`config.mk`:
```
export PLATFORM = sky130hd
export DESIGN_NAME = psum_accumulator_flat
export DESIGN_NICKNAME = d
export VERILOG_FILES = /design/src/rtl/psum_accumulator_if.sv /design/src/rtl/psum_accumulator.sv /design/src/flat_wrapper.sv
export SDC_FILE = /design/constraint.sdc
export NUM_CORES = 1
export LEC_CHECK = 0
export CORE_UTILIZATION = 60
export DETAILED_ROUTE_END_ITERATION = 8
export DONT_BUFFER_PORTS = 1
export PLACE_DENSITY = 0.76
export SYNTH_ARGS = -nofsm -noshare
export SYNTH_HDL_FRONTEND = slang
export SYNTH_SLANG_ARGS = --single-unit
```
`constraint.sdc`:
```
create_clock -name clk -period 6.2 [get_ports clk]
set_input_delay 0.93 -clock clk [delete_from_list [all_inputs] [get_ports clk]]
set_output_delay 0.93 -clock clk [all_outputs]
set_load 0.1 [all_outputs]
```
`src/rtl/psum_accumulator_if.sv`:
```
// Handshake bundle between the PE array psum outputs, the accumulator and the
// writeback stage.
//
// Valid/ready semantics (both channels): a transfer happens on a rising clock
// edge where valid && ready are both high. The source holds valid and its
// payload stable until that edge. ready may be driven without looking at
// valid. valid while ready is low transfers nothing and is not remembered.
//
// Signals
//   psum_valid / psum_ready / psum / psum_last : input beat channel
//   out_valid / out_ready / out_data / out_overflow : result channel
// Modports
//   master : the side feeding beats and consuming results
//   slave  : the accumulator
interface psum_accumulator_if #(
    parameter int Size      = 9,
    parameter int PsumWidth = 16,
    parameter int AccWidth  = 24
);
    logic                      psum_valid;
    logic                      psum_ready;
    logic [Size*PsumWidth-1:0] psum;
    logic                      psum_last;
    logic                      out_valid;
    logic                      out_ready;
    logic [AccWidth-1:0]       out_data;
    logic                      out_overflow;

    modport master (
        output psum_valid, psum, psum_last, out_ready,
        input  psum_ready, out_valid, out_data, out_overflow
    );

    modport slave (
        input  psum_valid, psum, psum_last, out_ready,
        output psum_ready, out_valid, out_data, out_overflow
    );
endinterface

```
`src/rtl/psum_accumulator.sv`:
```
// Partial-sum accumulator for the matrix_mul datapath.
// A registered adder tree reduces Size unsigned lane psums per beat; the tree
// output is summed over time into one AccWidth result per pass, the pass being
// closed by a beat carrying psum_last. Overflow either clamps to all-ones
// (Saturate=1) or wraps (Saturate=0), and a sticky flag reports it per pass.
//
// Ports
//   clk, rst   : clock, synchronous active-high reset
//   bus        : psum_accumulator_if.slave (input beats, output results)
//   busy       : high while draining the tree or holding a result
//   state_dbg  : current FSM state (debug)
module psum_accumulator #(
    parameter int Size      = 9,
    parameter int DataWidth = 8,
    parameter int PsumWidth = DataWidth * 2,
    parameter int AccWidth  = PsumWidth + 8,
    parameter bit Saturate  = 1'b1
) (
    input  logic                 clk,
    input  logic                 rst,
    psum_accumulator_if.slave    bus,
    output logic                 busy,
    output logic [1:0]           state_dbg
);
    localparam int TreeDepth = $clog2(Size);
    localparam int TreeOutW  = PsumWidth + TreeDepth;

    typedef enum logic [1:0] {
        ACCUM = 2'd0,
        DRAIN = 2'd1,
        OUT   = 2'd2
    } state_t;

    state_t state_q, state_d;

    // Node count after level k; level_nodes(-1) yields Size (the raw lanes).
    function automatic int level_nodes(input int k);
        return (Size + (1 << (k + 1)) - 1) >> (k + 1);
    endfunction

    logic beat_fire;
    assign beat_fire = bus.psum_valid && bus.psum_ready;

    // Adder tree: one register stage per level, pairs summed, an odd leftover
    // element is registered through unchanged. Valid/last ride alongside and
    // the tree never stalls, since input is stopped while it drains.
    for (genvar k = 0; k < TreeDepth; k++) begin : g_lvl
        localparam int NumIn  = level_nodes(k - 1);
        localparam int NumOut = level_nodes(k);
        localparam int WIn    = PsumWidth + k;
        localparam int WOut   = PsumWidth + k + 1;

        logic [WIn-1:0]  src   [NumIn];
        logic [WOut-1:0] sum_c [NumOut];
        logic [WOut-1:0] node  [NumOut];
        logic            src_vld, src_lst;
        logic            vld, lst;

        if (k == 0) begin : g_src
            for (genvar i = 0; i < Size; i++) begin : g_lane
                assign src[i] = bus.psum[i*PsumWidth +: PsumWidth];
            end
            assign src_vld = beat_fire;
            assign src_lst = bus.psum_last;
        end else begin : g_src
            for (genvar i = 0; i < NumIn; i++) begin : g_lane
                assign src[i] = g_lvl[k-1].node[i];
            end
            assign src_vld = g_lvl[k-1].vld;
            assign src_lst = g_lvl[k-1].lst;
        end

        for (genvar j = 0; j < NumOut; j++) begin : g_node
            if (2 * j + 1 < NumIn) begin : g_add
                assign sum_c[j] = WOut'(src[2*j]) + WOut'(src[2*j+1]);
            end else begin : g_pass
                assign sum_c[j] = WOut'(src[2*j]);
            end
        end

        always_ff @(posedge clk) begin
            if (rst) begin
                vld <= 1'b0;
                lst <= 1'b0;
            end else begin
                vld <= src_vld;
                lst <= src_vld && src_lst;
            end
            node <= sum_c;
        end
    end

    logic [TreeOutW-1:0] tree_sum;
    logic                tree_vld, tree_lst;
    assign tree_sum = g_lvl[TreeDepth-1].node[0];
    assign tree_vld = g_lvl[TreeDepth-1].vld;
    assign tree_lst = g_lvl[TreeDepth-1].lst;

    logic [AccWidth-1:0] acc;
    logic                ovf;
    logic                first;
    logic [AccWidth:0]   acc_sum;

    // One extra bit so the carry-out marks overflow of this add.
    assign acc_sum = {1'b0, acc} + (AccWidth + 1)'(tree_sum);

    always_ff @(posedge clk) begin
        if (rst) begin
            state_q <= ACCUM;
        end else begin
            state_q <= state_d;
        end
    end

    always_comb begin
        state_d = state_q;
        case (state_q)
            ACCUM:   if (beat_fire && bus.psum_last) state_d = DRAIN;
            DRAIN:   if (tree_vld && tree_lst)       state_d = OUT;
            OUT:     if (bus.out_ready)              state_d = ACCUM;
            default:                                 state_d = ACCUM;
        endcase
    end

    always_ff @(posedge clk) begin
        if (rst) begin
            acc   <= '0;
            ovf   <= 1'b0;
            first <= 1'b1;
        end else if (state_q == OUT && bus.out_ready) begin
            acc   <= '0;
            ovf   <= 1'b0;
            first <= 1'b1;
        end else if (tree_vld) begin
            first <= 1'b0;
            if (first) begin
                acc <= AccWidth'(tree_sum);
            end else if (acc_sum[AccWidth]) begin
                // An all-ones acc carries on any non-zero add, so a clamped
                // pass stays clamped.
                ovf <= 1'b1;
                acc <= Saturate ? {AccWidth{1'b1}} : acc_sum[AccWidth-1:0];
            end else begin
                acc <= acc_sum[AccWidth-1:0];
            end
        end
    end

    assign bus.psum_ready   = (state_q == ACCUM);
    assign bus.out_valid    = (state_q == OUT);
    assign bus.out_data     = acc;
    assign bus.out_overflow = ovf;
    assign busy             = (state_q != ACCUM);
    assign state_dbg        = state_q;
endmodule

```
`src/flat_wrapper.sv`:
```
// flat-port wrapper written by rule: the top's interface ports become plain ports
module psum_accumulator_flat 
#(
    parameter int Size      = 9,
    parameter int DataWidth = 8,
    parameter int PsumWidth = DataWidth * 2,
    parameter int AccWidth  = PsumWidth + 8,
    parameter bit Saturate  = 1'b1
)
  (clk, rst, busy, state_dbg, bus_psum_valid, bus_psum, bus_psum_last, bus_out_ready, bus_psum_ready, bus_out_valid, bus_out_data, bus_out_overflow);
  psum_accumulator_if #(.Size(Size), .PsumWidth(PsumWidth), .AccWidth(AccWidth)) bus_i ();
  input  logic clk;
  input  logic rst;
  output logic busy;
  output logic [1:0] state_dbg;
  input wire logic [$bits(bus_i.psum_valid)-1:0] bus_psum_valid;
  input wire logic [$bits(bus_i.psum)-1:0] bus_psum;
  input wire logic [$bits(bus_i.psum_last)-1:0] bus_psum_last;
  input wire logic [$bits(bus_i.out_ready)-1:0] bus_out_ready;
  output wire logic [$bits(bus_i.psum_ready)-1:0] bus_psum_ready;
  output wire logic [$bits(bus_i.out_valid)-1:0] bus_out_valid;
  output wire logic [$bits(bus_i.out_data)-1:0] bus_out_data;
  output wire logic [$bits(bus_i.out_overflow)-1:0] bus_out_overflow;
  assign bus_i.psum_valid = bus_psum_valid;
  assign bus_i.psum = bus_psum;
  assign bus_i.psum_last = bus_psum_last;
  assign bus_i.out_ready = bus_out_ready;
  assign bus_psum_ready = bus_i.psum_ready;
  assign bus_out_valid = bus_i.out_valid;
  assign bus_out_data = bus_i.out_data;
  assign bus_out_overflow = bus_i.out_overflow;
  psum_accumulator #(.Size(Size), .DataWidth(DataWidth), .PsumWidth(PsumWidth), .AccWidth(AccWidth), .Saturate(Saturate)) u_core (.clk(clk), .rst(rst), .bus(bus_i), .busy(busy), .state_dbg(state_dbg));
endmodule
```
==> results summary, run 1 <==
The final hold violation count is 0. Of the synthesized area, sequential elements account for 0.3841. The count of final max-slew check failures is 0. The number of global-route vias before repair is 8219. Setup repair after global routing left no endpoint under its margin. Data on the critical path is required at its endpoint by 6600 ps. Summed over all cells, the static leakage comes to 5.603 nW. The worst path buffer plus inverter count is 0. The H-tree depth came out at 1. The count of buffers inserted at the top-level ports came out at 0. The critical path endpoint category is a register.

The die is 142.4 um tall. After synthesis, the share of flip-flops with an asynchronous set or reset is 0. The final clock period utilization by the worst path came out at 0.6362. The tree is rooted in a clkbuf_16. In this run the deepest clock path goes through 3 buffers. The clock-pin slew reported for the worst setup and hold paths after clock tree synthesis came out at 60 ps. The internal power came out at 3.864 mW.

The number of antenna cells inserted came out at 0. The switching share of total power came out at 0.3460. The share of total power in combinational logic came out at 0.409.

The worst hold slack came out at 324.2 ps. After detailed routing, the total wire length is 21680 um. On the critical path the largest part of the delay comes from compound AO/OA/AOI/OAI gates. The worst hold path belongs to the class reg2reg. The count of standard-cell rows is 50. The number of vias after detailed routing came out at 8625.

The number of synthesized flops with an enable pin came out at 0. TritonCTS built the clock tree. For this run, design rule violations remaining after detail routing come to 0. The average via count per standard cell is 5.608.

The count of state elements after synthesis is 227. The pin count of the biggest net entering global routing is 23. The aggregate negative setup slack is 0 ps.

The maximum fanout along the worst path is 19. The relative area change from synthesis to final layout came out at 9.296%. The global-route congestion overflow total came out at 0. The clock period could shrink to 3945 ps.

The synthesized netlist occupies a cell area of 11830 um^2. The headroom to the max-slew limit came out at 0.2341. Static timing analysis puts the maximum clock frequency at 253.5 MHz. The final-layout fill cell count is 1555.

The flow ran to the end, and the final reports show no timing, DRC or antenna violations. Setup violations remaining at the end of the flow were counted as 0. The clock skew came out at 13.23 ps. The ratio of cells with drive above 1 in the final layout came out at 0.06103. The core area is 19020 um^2. On the worst path, the slowest cell contributes a delay of 990 ps. The CTS buffer count is 23. During I/O placement, the number of pins put on the boundary was 179. STA classifies the critical path startpoint as a register. The data arrival time at the worst-slack endpoint came out at 4350 ps. The cell count after synthesis is 1246.

The actual transition at the worst max-transition pin is 1144 ps. For this design the ratio of total power to cell area is 456.9 nW/um^2. The first-pass iteration count of the detailed router is 5. The worst-skew pair later-pin latency is 510 ps. The critical path is of the reg2reg type.

The number of buffers inserted to repair setup after CTS is 0. The largest individual stage delay along the critical path comes from the cell dfxtp_1. For this block, the initial DRC count from the detailed router was 426.

The number of clock sinks came out at 227. In this run the remaining antenna-violating nets after routing total 0. The detail-routed net length per standard cell is 14.10 um.

The die footprint came out at 20280 um^2. The combined global-route utilization of all metal layers came out at 0.2161. In this run the mean area of a mapped cell was 9.495 um^2. The final estimated routing congestion in global placement came out at 0.9310.

The share of total power dissipated in the clock network is 0.243. The number of hold-repair buffers added at the cts stage came out at 0. For this run, the leading register cell type out of synthesis is dfxtp_1.

The net switching power is 2.044 mW. The sum of net half-perimeters after detailed placement is 16940 um. The largest vdd supply drop came out at 236.3 uV. The number of warning messages in the yosys log came out at 0. The sequential share of power came out at 0.348. The initial core utilization is 0.6221. The number of gates given a new drive strength after cts is 0. The number of antenna violations at the first check in global routing is 0. The distinct cell type count of the synthesized netlist came out at 66. The reported max-cap violation count is 0. The signal on the critical path passes through ha_1 > fa_1 > a211oi_1 > o21bai_2 > and3_4 > nor4_4 > o311a_4 > a211oi_4 > nor2_1 > o31ai_1. The count of nets after finishing came out at 1571.

The first-pass GRT wire length came out at 36290 um. The post-synthesis net count is 1556. The horizontal die dimension is 142.4 um.
==> state kept, by name (all words and copies together), names as in the netlist <==
name                     cells
u_core.g_lvl.node          191
u_core.bus.out_data         24
u_core.g_lvl.lst             4
u_core.g_lvl.vld             4
u_core.state_dbg             2
u_core.bus.out_overflow      1
u_core.first                 1
==> worst paths after layout <==
path	from	end	slack (ps)	cells after the start
worst max-delay path	u_core.bus.out_data[0]	u_core.bus.out_data[10]	2260	10
worst min-delay path	u_core.g_lvl[0].node[15]	u_core.g_lvl[1].node[15]	320	0
worst max register to register	u_core.bus.out_data[0]	u_core.bus.out_data[10]	2260	10
worst min register to register	u_core.g_lvl[0].node[15]	u_core.g_lvl[1].node[15]	320	0
==> cells in the final DEF (no fill, tap or decap), types with 9 or more instances in the layout <==
| cell | netlist | routed |
|---|---|---|
| dfxtp_1 | 227 | 227 |
| ha_1 | 152 | 152 |
| nor2_1 | 110 | 110 |
| xnor2_1 | 100 | 100 |
| nand2_1 | 90 | 90 |
| a21oi_1 | 86 | 86 |
| o21ai_0 | 51 | 51 |
| nor3_1 | 41 | 41 |
| inv_1 | 38 | 38 |
| nand3_1 | 32 | 32 |
| a21o_1 | 27 | 27 |
| xor2_1 | 26 | 26 |
| clkbuf_16 | 0 | 23 |
| o21bai_1 | 20 | 20 |
| nor2b_1 | 17 | 16 |
| a31oi_1 | 15 | 15 |
| and3_1 | 14 | 14 |
| nand2b_1 | 13 | 13 |
| o41ai_1 | 12 | 12 |
| o31ai_1 | 11 | 11 |
| or3_1 | 10 | 10 |
| nor2_2 | 10 | 10 |
| and2_1 | 9 | 9 |
| o21a_1 | 9 | 9 |
| o31ai_2 | 9 | 9 |
| fa_1 | 9 | 9 |
==> cells by family after synthesis <==
kind of cell	Yosys count	share of synthesized area
buf+inv	49	0.01618
simple gates	382	0.1568
mux	4	0.003384
compound gates	297	0.1703
xor+xnor	126	0.09327
fa+ha+maj	161	0.1760
flops	227	0.3841
==> metrics by stage <==
stage,setup slack [ps],instances,area [um^2],utilization,power (mW)
after floorplan,2509,1246,11830,-,4.027
after global placement,2391,1496,12120,0.6372,4.411
after detailed placement,2307,1496,12120,0.6372,4.478
after CTS,2257,1538,12930,0.6799,5.943
after global routing,2036,1538,12930,0.6799,6.357
final,2255,1538,12930,0.6799,5.908
==> routing by layer <==
metal / GRT usage / vias to the layer above / wire length, um
met4: 0.05886 / 0 / 375
met2: 0.3880 / 194 / 10360
met5: 0 / - / 0
met3: 0.03802 / 33 / 1068
li1: - / 4522 / -
met1: 0.2642 / 3876 / 9878
==> cell type report <==
class | count | area [um^2] | share of cell area
repair buffers | 1 | 7.507 | 0.0005805
multi-input cells | 970 | 7098 | 0.5489
clock buffers | 27 | 620.6 | 0.04799
inverters | 38 | 142.6 | 0.01103
well taps | 260 | 325.3 | 0.02516
flip-flops and latches | 227 | 4544 | 0.3514
clock inverters | 15 | 192.7 | 0.01490
==> power groups by stage <==
stage	sequential [mW]	combinational, mW	clock [mW]
floorplan	2.02	2.01	0
global placement	2.09	2.33	0
detailed placement	2.09	2.39	0
CTS	2.06	2.41	1.47
global route	2.09	2.72	1.54
finish	2.06	2.41	1.44
==> worst register-to-register path, stage by stage (launching register included) <==
cell	delay [ps]
dfxtp_1	990
ha_1	350
fa_1	250
a211oi_1	100
o21bai_2	190
and3_4	220
nor4_4	60
o311a_4	390
a211oi_4	880
nor2_1	140
o31ai_1	270
==> synthesized netlist by cell type, drive strengths merged (7+ instances only) <==
master    n  area share
dfxtp   227        0.38
o31ai    20       0.016
a21oi    86       0.036
o21bai   21       0.014
nor2b    17      0.0090
and2      9      0.0048
clkbuf   10      0.0032
and3     15      0.0084
or3      10      0.0053
ha      152        0.16
nor3     41       0.017
a211oi    7      0.0059
o21ai    53       0.022
a21o     27       0.017
fa        9       0.015
xor2     26       0.019
nand3    33       0.014
nor2    120       0.040
nand2    90       0.029
nand4     8      0.0042
inv      38       0.012
or2       8      0.0042
a31oi    15      0.0079
nand2b   13      0.0069
o21a      9      0.0057
o41ai    13       0.010
xnor2   100       0.074
Note: power is estimated with default switching activity, not from simulation.
==> run 2, diff against run 1 <==
--- a/config.mk
+++ b/config.mk
@@ -5,7 +5,8 @@
 export SDC_FILE = /design/constraint.sdc
 export NUM_CORES = 1
 export LEC_CHECK = 0
-export CORE_UTILIZATION = 60
+export ABC_AREA = 1
+export CORE_UTILIZATION = 58
 export DETAILED_ROUTE_END_ITERATION = 8
 export DONT_BUFFER_PORTS = 1
 export PLACE_DENSITY = 0.76
==> constraint.sdc (replaced) <==
create_clock -name clk -period 3.4 [get_ports clk]
set_input_delay 0.51 -clock clk [delete_from_list [all_inputs] [get_ports clk]]
set_output_delay 0.51 -clock clk [all_outputs]
set_load 0.1 [all_outputs]
==> run 2 against run 1 <==
The run now ends with DRC left. Worst hold slack got worse by 270 ps. Clock power is 81% higher. Highest routed layer unchanged. Global-route usage is 4.3 points higher. Register-to-register slack got worse by 1300 ps. Synthesized area is 10% higher. Routed wire length is 38% higher. Via count up 29%. Sequential power is 82% higher. Power grew 94%. Count of clock-buffer cells in the layout rose by 6. Largest cell class unchanged. Synthesized cell count increased by 36%.
==> results summary, run 2 <==
The number of antenna cells inserted is 0. The register with the most flip-flops in the final layout is u_core.g_lvl.node. Subtracting the final worst setup slack from the clock period gives 2609 ps. The dominant cell type by area after synthesis is dfxtp_1. Yosys instantiated no cell more often than nand2_1. Clock-pin slew was measured on the worst setup and hold paths at 60 ps.

The count of nets after finishing came out at 2061. The count of standard-cell rows came out at 54. The filler cells instantiated in the layout total 1939. The number of antenna violations at the first check in global routing was 1. The number of clock sinks is 227. By area the synthesized netlist is led by dfxtp_1 (35%), ha_1 (15%), nand2_1 (11%), xor2_1 (6.5%), a21oi_1 (6.3%).

The checks that failed: DRC. The count of final max-slew check failures was 0. The headroom to the max-slew limit came out at 0.3564.

The clock passes through at most 3 buffers. The average size of a mapped cell is 7.715 um^2. By count the netlist is led by nand2_1 (392), dfxtp_1 (227), a21oi_1 (164).

The first detailed-routing pass ran for 7 iterations. The min-delay analysis places its worst path in the category in2reg. The initial core utilization is 0.5938. The fmax is 383.3 MHz. The ratio of cells with drive above 1 in the final layout came out at 0.05879. Clock latency on the worst-skew pair, taken at its later pin, is 520 ps. In this run the critical register-to-register path is captured at u_core.bus.out_data[0]. Walking the worst path, the cells encountered are buf_4 > nor2_2 > buf_4 > inv_1. The number of synthesized flops with an enable pin came out at 0.

The net switching power is 4.617 mW. The congestion estimate from routability-driven global placement came to 1.011. For this design, the slowest cell found on the critical path is inv_1. The category of the most critical setup path is reg2out. The die outline height came out at 151.9 um. The power density relative to cell area is 792.2 nW/um^2.

The CTS tree is done. The count of buffers inserted at the top-level ports is 0. The actual transition at the worst max-transition pin is 964.1 ps. Of all nets on the critical path, the largest fanout is 4.

Buffers inserted to repair hold after CTS numbered 11. The register with the most flip-flops in the layout has 191 of them. The core area came out at 21960 um^2.

The number of global-route vias before repair came out at 11119. The global-route congestion overflow total came out at 0. The pin count of the biggest net entering global routing came out at 37. The die footprint is 23080 um^2. After the first detailed-routing iteration, the DRC count stood at 527. In the finished design, the share of the clock period the worst path needs comes to 0.7673. The largest vdd supply drop came out at 386.0 uV. STA puts the critical path data required time at 2890 ps. For this run, the share of the core covered by cells in the final layout is 0.6603. Of the synthesized area, sequential elements account for 0.3485. Of the total power, registers draw 0.326.

The number of warning messages in the yosys log is 0. The run finished, with violations left. The first global-routing pass estimated 49490 um of wire.

The final hold violation count is 0. The type of element launching the critical path is a register. Setup repair after global routing left no endpoint under its margin. In the layout the commonest cells are nand2_1 (392), dfxtp_1 (227), a21oi_1 (164).

The number of buffers inserted to repair setup after CTS came out at 0. On the worst path, the slowest cell contributes a delay of 660 ps. The post-synthesis instance area came out at 13040 um^2. The footprint of the multi-input gates is 7819 um^2. The H-tree depth is 1.

The tree is rooted in a clkbuf_16. The remaining design rule violation count is 12. By instance count, the cell type seen most on the critical path is buf_4. The most used flip-flop cell after synthesis is dfxtp_1. The switching share of total power came out at 0.4019. The number of vias after detailed routing is 11110. The capturing element of the worst setup path is busy. The static leakage power came out at 7.072 nW. The sum of routed wire length over all layers came out at 29980 um.

Leaving out fill and tap cells, the most frequent cell in the layout is nand2_1. The aggregate negative setup slack came out at 0 ps. The clock share of power is 0.227. The number of gates given a new drive strength after cts is 0. The top cell type's share of synthesized area is 0.3485. The count of cells along the worst register-to-register path is 10. The relative area change from synthesis to final layout is 11.20%. The remaining antenna violation count is 0.

The internal power came out at 6.869 mW. In this run the worst setup path begins at u_core.state_dbg[1]. When the netlist entered floorplanning its net count stood at 2000. Counting every instance in the synthesized netlist gives 1690. The clock skew is 6.896 ps. After detailed routing, the number of vias per cell comes to 5.422. The data arrival time at the worst-slack endpoint came out at 2100 ps. The number of I/O pins came out at 179. Setup violations remaining at the end of the flow were counted as 0. Summed over all nets, the half-perimeter wirelength after detailed placement is 24100 um. The setup slack of the most critical reg-to-reg path is 1000 ps. For this run, the total global-route usage over all layers was measured as 0.2591. The reported max-cap violation count came out at 0. The register area is 4544 um^2.

The share of synthesized flip-flops with an asynchronous set or reset is 0. From left edge to right edge, the die measures 151.9 um. The startpoint of the most critical register-to-register path is u_core.bus.out_data[6]. The distinct cell type count of the synthesized netlist came out at 46.

Clock tree synthesis inserted a total of 24 buffers. In the final routed layout, each cell accounts on average for 14.63 um. STA classifies the critical path endpoint as a primary output. Of the total power, combinational logic draws 0.447. The count of state elements after synthesis came out at 227.
run 2: cell count changes after synthesis, moves of 13 or more:
cell and delta:
xnor2_1 -74, nand2b_1 -13, nand2_1 +302, xor2_1 +71
nand3_1 +66, nor3_1 -29, nor2b_1 -17, and3_1 -14
inv_1 +121, nor2_1 +48, a21oi_1 +78, a21o_1 -20
o21ai_1 +18
run 2: worst min path at each step:
stage,endpoint,cells past startpoint,slack [ps],startpoint
2_1_floorplan,u_core.g_lvl[1].node[0],0,310,u_core.g_lvl[0].node[0]
3_3_place_gp,u_core.g_lvl[2].node[5],0,310,u_core.g_lvl[1].node[5]
3_5_place_dp,u_core.g_lvl[1].node[1],0,310,u_core.g_lvl[0].node[1]
4_1_cts,u_core.g_lvl[0].node[2],0,3,bus_psum[130]
5_1_grt,u_core.state_dbg[0],1,30,rst
6_report,u_core.state_dbg[0],1,50,rst
run 2: routing by layer:
layer / GRT usage / vias up / routed length [um]
li1: - / 5747 / -
met5: 0 / - / 0
met4: 0.1064 / 0 / 994
met3: 0.03651 / 62 / 1653
met2: 0.4929 / 295 / 15070
met1: 0.2879 / 5006 / 12260
run 2: kinds of logic (layout without fill, tap and decap cells):
group | after synthesis | after routing | share of synthesized area
AOI/OAI and AO/OA | 309 | 309 | 0.1353
DFF | 227 | 227 | 0.3485
buffers and inverters | 172 | 251 | 0.05230
and+or+nand+nor | 698 | 698 | 0.2216
xor gates and xnor gates | 123 | 123 | 0.08262
adders and majority gates | 161 | 161 | 0.1597
run 2: worst max-delay path, delay by kind of cell, from the launching register on:
kind | cells | cell delay (ps)
flops | 1 | 300
simple gates | 1 | 70
buf+inv | 3 | 1200
run 2: cell type report:
class                           count  area share
Multi-Input combinational cell   1291      0.5393
Sequential cell                   227      0.3134
Inverter                          161     0.04168
Clock buffer                       33     0.04660
Clock inverter                     11    0.008284
Timing Repair Buffer               46     0.02658
Tap cell                          280     0.02416
run 2: power groups by stage:
| stage | sequential (mW) | clock (mW) | combinational [mW] |
|---|---|---|---|
| after floorplan | 3.69 | 0 | 3.95 |
| after global placement | 3.78 | 0 | 4.98 |
| after detailed placement | 3.80 | 0 | 5.05 |
| after CTS | 3.75 | 2.66 | 5.10 |
| after global routing | 3.80 | 2.77 | 5.82 |
| final | 3.75 | 2.60 | 5.13 |
run 2: per-stage QoR:
stage	total power [mW]	cell area [um^2]	worst slack, ps	hold WS (ps)	instances
final	11.49	14500	791.2	53.85	2049
after detailed placement	8.849	13540	1006	312.1	1989
after global routing	12.38	14500	718.7	31.08	2049
after CTS	11.51	14450	770.0	2.873	2044
after global placement	8.762	13540	1052	312.3	1989
after floorplan	7.639	13040	499.7	309.6	1690
